`config.mk`:
```
export PLATFORM = sky130hd
export DESIGN_NAME = alu_seq
export DESIGN_NICKNAME = d
export VERILOG_FILES = /design/src/rtl/alu_seq.sv
export SDC_FILE = /design/constraint.sdc
export NUM_CORES = 1
export LEC_CHECK = 0
export CAP_MARGIN = 20
export CORE_UTILIZATION = 25
export DETAILED_ROUTE_END_ITERATION = 8
export PLACE_DENSITY = 0.44
export SLEW_MARGIN = 20
export SYNTH_ARGS = -nofsm -noshare
export SYNTH_HDL_FRONTEND = slang
export SYNTH_SLANG_ARGS = --single-unit
```
`constraint.sdc`:
```
create_clock -name clk -period 2.13 [get_ports clk]
set_clock_uncertainty 0.1 [all_clocks]
set_input_delay 0.213 -clock clk [delete_from_list [all_inputs] [get_ports clk]]
set_output_delay 0.213 -clock clk [all_outputs]
set_load 0.05 [all_outputs]
```
`src/rtl/alu_seq.sv`:
```
// Sequencer that drives an external combinational ALU to execute accumulator
// commands, including an 8-iteration shift-and-add multiply.
module alu_seq (
  input  logic       clk,
  input  logic       rst_n,
  input  logic       cmd_valid,
  output logic       cmd_ready,
  input  logic [2:0] cmd_op,
  input  logic [7:0] cmd_data,
  output logic [7:0] alu_a,
  output logic [7:0] alu_b,
  output logic [1:0] alu_sel,
  output logic [1:0] alu_ls,
  input  logic [7:0] alu_result,
  input  logic       alu_cout,
  input  logic       alu_zout,
  output logic [7:0] acc,
  output logic       c_flag,
  output logic       z_flag,
  output logic       done
);

  typedef enum logic [2:0] {
    IDLE    = 3'd0,
    EXEC    = 3'd1,
    MUL_ADD = 3'd2,
    MUL_SHF = 3'd3,
    DONE    = 3'd4
  } state_e;

  typedef enum logic [2:0] {
    OP_LOAD = 3'b000,
    OP_ADD  = 3'b001,
    OP_SUB  = 3'b010,
    OP_NOR  = 3'b011,
    OP_SHL  = 3'b100,
    OP_SHR  = 3'b101,
    OP_CLR  = 3'b110,
    OP_MUL  = 3'b111
  } op_e;

  localparam logic [1:0] SEL_LS  = 2'b00;
  localparam logic [1:0] SEL_NOR = 2'b01;
  localparam logic [1:0] SEL_ADD = 2'b10;
  localparam logic [1:0] SEL_SUB = 2'b11;

  localparam logic [1:0] LS_ZERO = 2'b00;
  localparam logic [1:0] LS_SHL  = 2'b01;
  localparam logic [1:0] LS_PASS = 2'b10;
  localparam logic [1:0] LS_SHR  = 2'b11;

  state_e     state, state_nxt;
  op_e        op_r;
  logic [7:0] data_r;
  logic [7:0] m_reg;
  logic [7:0] q_reg;
  logic [2:0] cnt;
  logic       accept;

  always_ff @(posedge clk or negedge rst_n) begin
    if (!rst_n) state <= IDLE;
    else        state <= state_nxt;
  end

  always_comb begin
    state_nxt = state;
    cmd_ready = 1'b0;
    done      = 1'b0;
    alu_a     = '0;
    alu_b     = '0;
    alu_sel   = SEL_LS;
    alu_ls    = LS_ZERO;
    case (state)
      IDLE: begin
        cmd_ready = 1'b1;
        if (cmd_valid)
          state_nxt = (cmd_op == OP_MUL) ? MUL_ADD : EXEC;
      end
      EXEC: begin
        state_nxt = DONE;
        case (op_r)
          OP_LOAD: begin alu_a = data_r; alu_ls = LS_PASS; end
          OP_ADD:  begin alu_a = acc; alu_b = data_r; alu_sel = SEL_ADD; end
          OP_SUB:  begin alu_a = acc; alu_b = data_r; alu_sel = SEL_SUB; end
          OP_NOR:  begin alu_a = acc; alu_b = data_r; alu_sel = SEL_NOR; end
          OP_SHL:  begin alu_a = acc; alu_ls = LS_SHL; end
          OP_SHR:  begin alu_a = acc; alu_ls = LS_SHR; end
          default: ;
        endcase
      end
      MUL_ADD: begin
        alu_a     = acc;
        alu_b     = q_reg[0] ? m_reg : '0;
        alu_sel   = SEL_ADD;
        state_nxt = MUL_SHF;
      end
      MUL_SHF: begin
        alu_a     = m_reg;
        alu_ls    = LS_SHL;
        state_nxt = (cnt == 3'd7) ? DONE : MUL_ADD;
      end
      DONE: begin
        done      = 1'b1;
        state_nxt = IDLE;
      end
      default: state_nxt = IDLE;
    endcase
  end

  assign accept = cmd_valid && cmd_ready;

  always_ff @(posedge clk or negedge rst_n) begin
    if (!rst_n) begin
      acc    <= '0;
      c_flag <= 1'b0;
      z_flag <= 1'b0;
      m_reg  <= '0;
      q_reg  <= '0;
      cnt    <= '0;
      op_r   <= OP_LOAD;
      data_r <= '0;
    end else begin
      case (state)
        IDLE: begin
          if (accept) begin
            op_r   <= op_e'(cmd_op);
            data_r <= cmd_data;
            // Multiplicand is the current accumulator; acc restarts as the product.
            if (cmd_op == OP_MUL) begin
              acc    <= '0;
              m_reg  <= acc;
              q_reg  <= cmd_data;
              cnt    <= '0;
              c_flag <= 1'b0;
            end
          end
        end
        EXEC: begin
          acc    <= alu_result;
          c_flag <= alu_cout;
          z_flag <= alu_zout;
        end
        MUL_ADD: begin
          acc    <= alu_result;
          c_flag <= c_flag | alu_cout;
          z_flag <= alu_zout;
        end
        MUL_SHF: begin
          m_reg <= alu_result;
          q_reg <= q_reg >> 1;
          cnt   <= cnt + 3'd1;
        end
        default: ;
      endcase
    end
  end

endmodule

```
==> results.md <==
* #FFs+latches synth at 43
* Initial antenna violation count at 0
* Final hold viol count at 0
* Root Driver: clkbuf_8
* CTS buffer count at 5
* Critical Path Start Type: flop
* Share of layout cells above drive strength 1 at 0.230
* DIE AREA at ~10,000 um2
* GRT Residual Overflow at 0
* CP max FO at 8
* Worst-Margin Slew at roughly 0.56 ns
* Worst hold path class: in -> async
* H-tree depth at 2
* PnR worst setup slack at -0.148 ns
* Layout area overhead at 52.3%
* Final instance area at between 3000 and 4000 um2
* Ant diodes at 0
* Clock Tree Buf Depth at 2
* Setup TNS at -1.48 ns
* DRT antenna net count at 0
* Tot GR Track Use at 0.162
* DRT Wirelength at 7920 um
* Yosys cell types at between 40 and 50
* RD Place Congestion at between 0.7 and 0.8
* Synth Warn # at 0
* Nets at 382
* Post-synth ARST share at 1.00
* RSZ-0062 raised after global routing: yes
* Fin. max-slew vios at 0
* Pleak at ~1.6 nW
* Ys flop type: dfrtp_1
* Worst Reg-to-Reg Cells at 6
* # DRC at 0
* Arrival time at the worst endpoint at about 2.0 ns
* Die height at roughly 100 um
* Final core occ at 0.390
* Core footprint at just under 10,000 um2
* Fin crit period at 2.28 ns
* Clock latency on the worst-skew pair at between 0.2 and 0.3 ns
* # rows at 36
* Vias in the first global route at between 2k and 2.5k
* DR pass1 iterations at 4
* Worst EP required at around 1.8 ns
* Initial Util at 0.256
* # IOs at 56
* Pwr per Cell Area at ~1700 nW/um2
* Cells after Synth at about 290
* Pin count of the biggest net entering global routing at 30
* Post-synthesis cell area at 2490 um2
* Status: finished, violations left
* Max cap viols at 0
* Die width at roughly 100 um
* Slew Limit Headroom at 0.626
* Fmax at 439 MHz
* WL/cell at 16.2 um
* Leading area contributor after synthesis: dfrtp_1
* Top cells by area, synth: dfrtp_1, nand2_1, a31oi_1
* Initial DRC Count at about 130
* Fillers at 1,008
* Buffers on Ports at 55
* Share of the synthesized area in the top cell type at 0.432
* First-pass GRT wire length at between 10,000 and 15,000 um
* Seq/Total Area, Yosys at 0.432
* Clock transition at the registers of the reported paths at approximately 0.080 ns
* Vias/cell at 5.03
* Peak VDD IR at between 0.5 and 0.6 mV
* Setup violators final at 16
* Post-Syn Nets at 311
* Failing checks: setup timing
* CTS tree: yes
* Crit share post-route at 1.07
* Element type at the critical path end: primary output
* Via count at about 2.5k
* Clk sink count at between 40 and 50
* Post-synth EDFFs at 0
* DP Area at 3620 um2
* Dpl hpwl at ~5600 um
* Crit Path Category: reg -> out
* Avg Inst Size Synth at 8.75 um2
cell usage in the layout (no fill, tap or decap), types with 2 or more instances in the layout:
cell,count
nand3b_1,3
a22o_4,3
buf_12,27
nor2_1,21
dfrtp_2,2
xor2_1,2
buf_4,26
a221o_1,8
nand2_1,44
ha_1,2
dfrtp_1,41
nor2b_1,9
a32oi_1,8
inv_1,4
nand3_1,14
and2_1,10
a22o_1,5
a21oi_1,15
o21ai_0,11
clkdlybuf4s50_1,32
nor3_2,2
a22oi_1,8
nand4_1,2
clkbuf_8,5
a31oi_1,16
nor2_2,2
o21ai_1,11
timing repair:
item / CTS / global route
resized for setup: 4 / 7
pin swaps: 3 / 5
endpoints found under the hold margin: 21 / 0
hold buffers: 1 / 0
buffers inserted: 1 / 0
endpoints found under the setup margin: 17 / 18
area by class of cell:
class | count | area [um2] | area share
flip-flops and latches | 43 | 1080 | 0.284
inverters | 4 | 15.0 | 0.00396
well taps | 133 | 166 | 0.0438
clock inverters | 2 | 37.5 | 0.00989
multi-input cells | 214 | 1350 | 0.355
clock buffers | 5 | 68.8 | 0.0181
repair buffers | 88 | 1080 | 0.285
path summary, 6_finish.rpt:
kind | start | slack [ns] | end
worst max register to register | state[1] | 0.17 | q_reg[1]
min in group clk | cmd_data[3] | 0.39 | data_r[3]
max in group asynchronous | rst_n | 1.06 | m_reg[4]
worst min-delay path | rst_n | 0.35 | c_flag
worst max-delay path | op_r[2] | -0.15 | alu_a[7]
worst min register to register | cnt[0] | 0.41 | cnt[0]
cells in the mapped netlist, drive strengths merged (2+ instances only):
cell type  instances
o21ai             22
nor3               4
a221o              8
a21oi             15
a22oi              8
clkbuf            12
and2              10
nand3             14
a31oi             16
nand4              2
nor4b              2
dfrtp             43
nand2             44
or4b               2
nand3b             3
nor2b             10
a32oi              8
a22o               8
nor2              23
buf               12
ha                 2
xor2               2
inv                4
layer usage:
layer / share of wire / GRT usage
met2: 0.47 / 0.277
met4: 0.012 / 0.0429
met3: 0.059 / 0.0321
met5: 0 / 0
met1: 0.46 / 0.211
critical path: stages (launching register included):
cell and delay, ns:
dfrtp_2 0.44, or4b_4 0.53, nor3_4 0.17, buf_12 0.15
a221o_1 0.22, buf_12 0.16
metrics by stage:
step	worst slack, ns	std cells	power (W)	hold WS [ns]
global placement	0.135	480	0.00571	0.135
finish	-0.148	489	0.00644	0.346
global route	-0.211	489	0.00685	0.393
floorplan	0.0415	285	0.00391	-0.183
detailed placement	0.129	480	0.00574	0.132
CTS	-0.173	489	0.00644	0.345
cells by family (layout without fill, tap and decap cells):
| kind of cell | count (synthesis) | count (layout) | synth area share |
|---|---|---|---|
| and+or+nand+nor | 119 | 119 | 0.237 |
| DFF | 43 | 43 | 0.432 |
| xor gates and xnor gates | 2 | 2 | 0.00703 |
| muxes | 1 | 1 | 0.00452 |
| adders and majority gates | 2 | 2 | 0.0100 |
| buffers and inverters | 28 | 99 | 0.0557 |
| AOI/OAI and AO/OA | 90 | 90 | 0.254 |
where the power goes:
part,total (W),internal (W),switching [W]
Sequential,0.00156,0.00123,0.000333
Combinational,0.00425,0.00187,0.00238
Clock,0.000633,0.000343,0.000290
(Power assumes the default switching activity.)
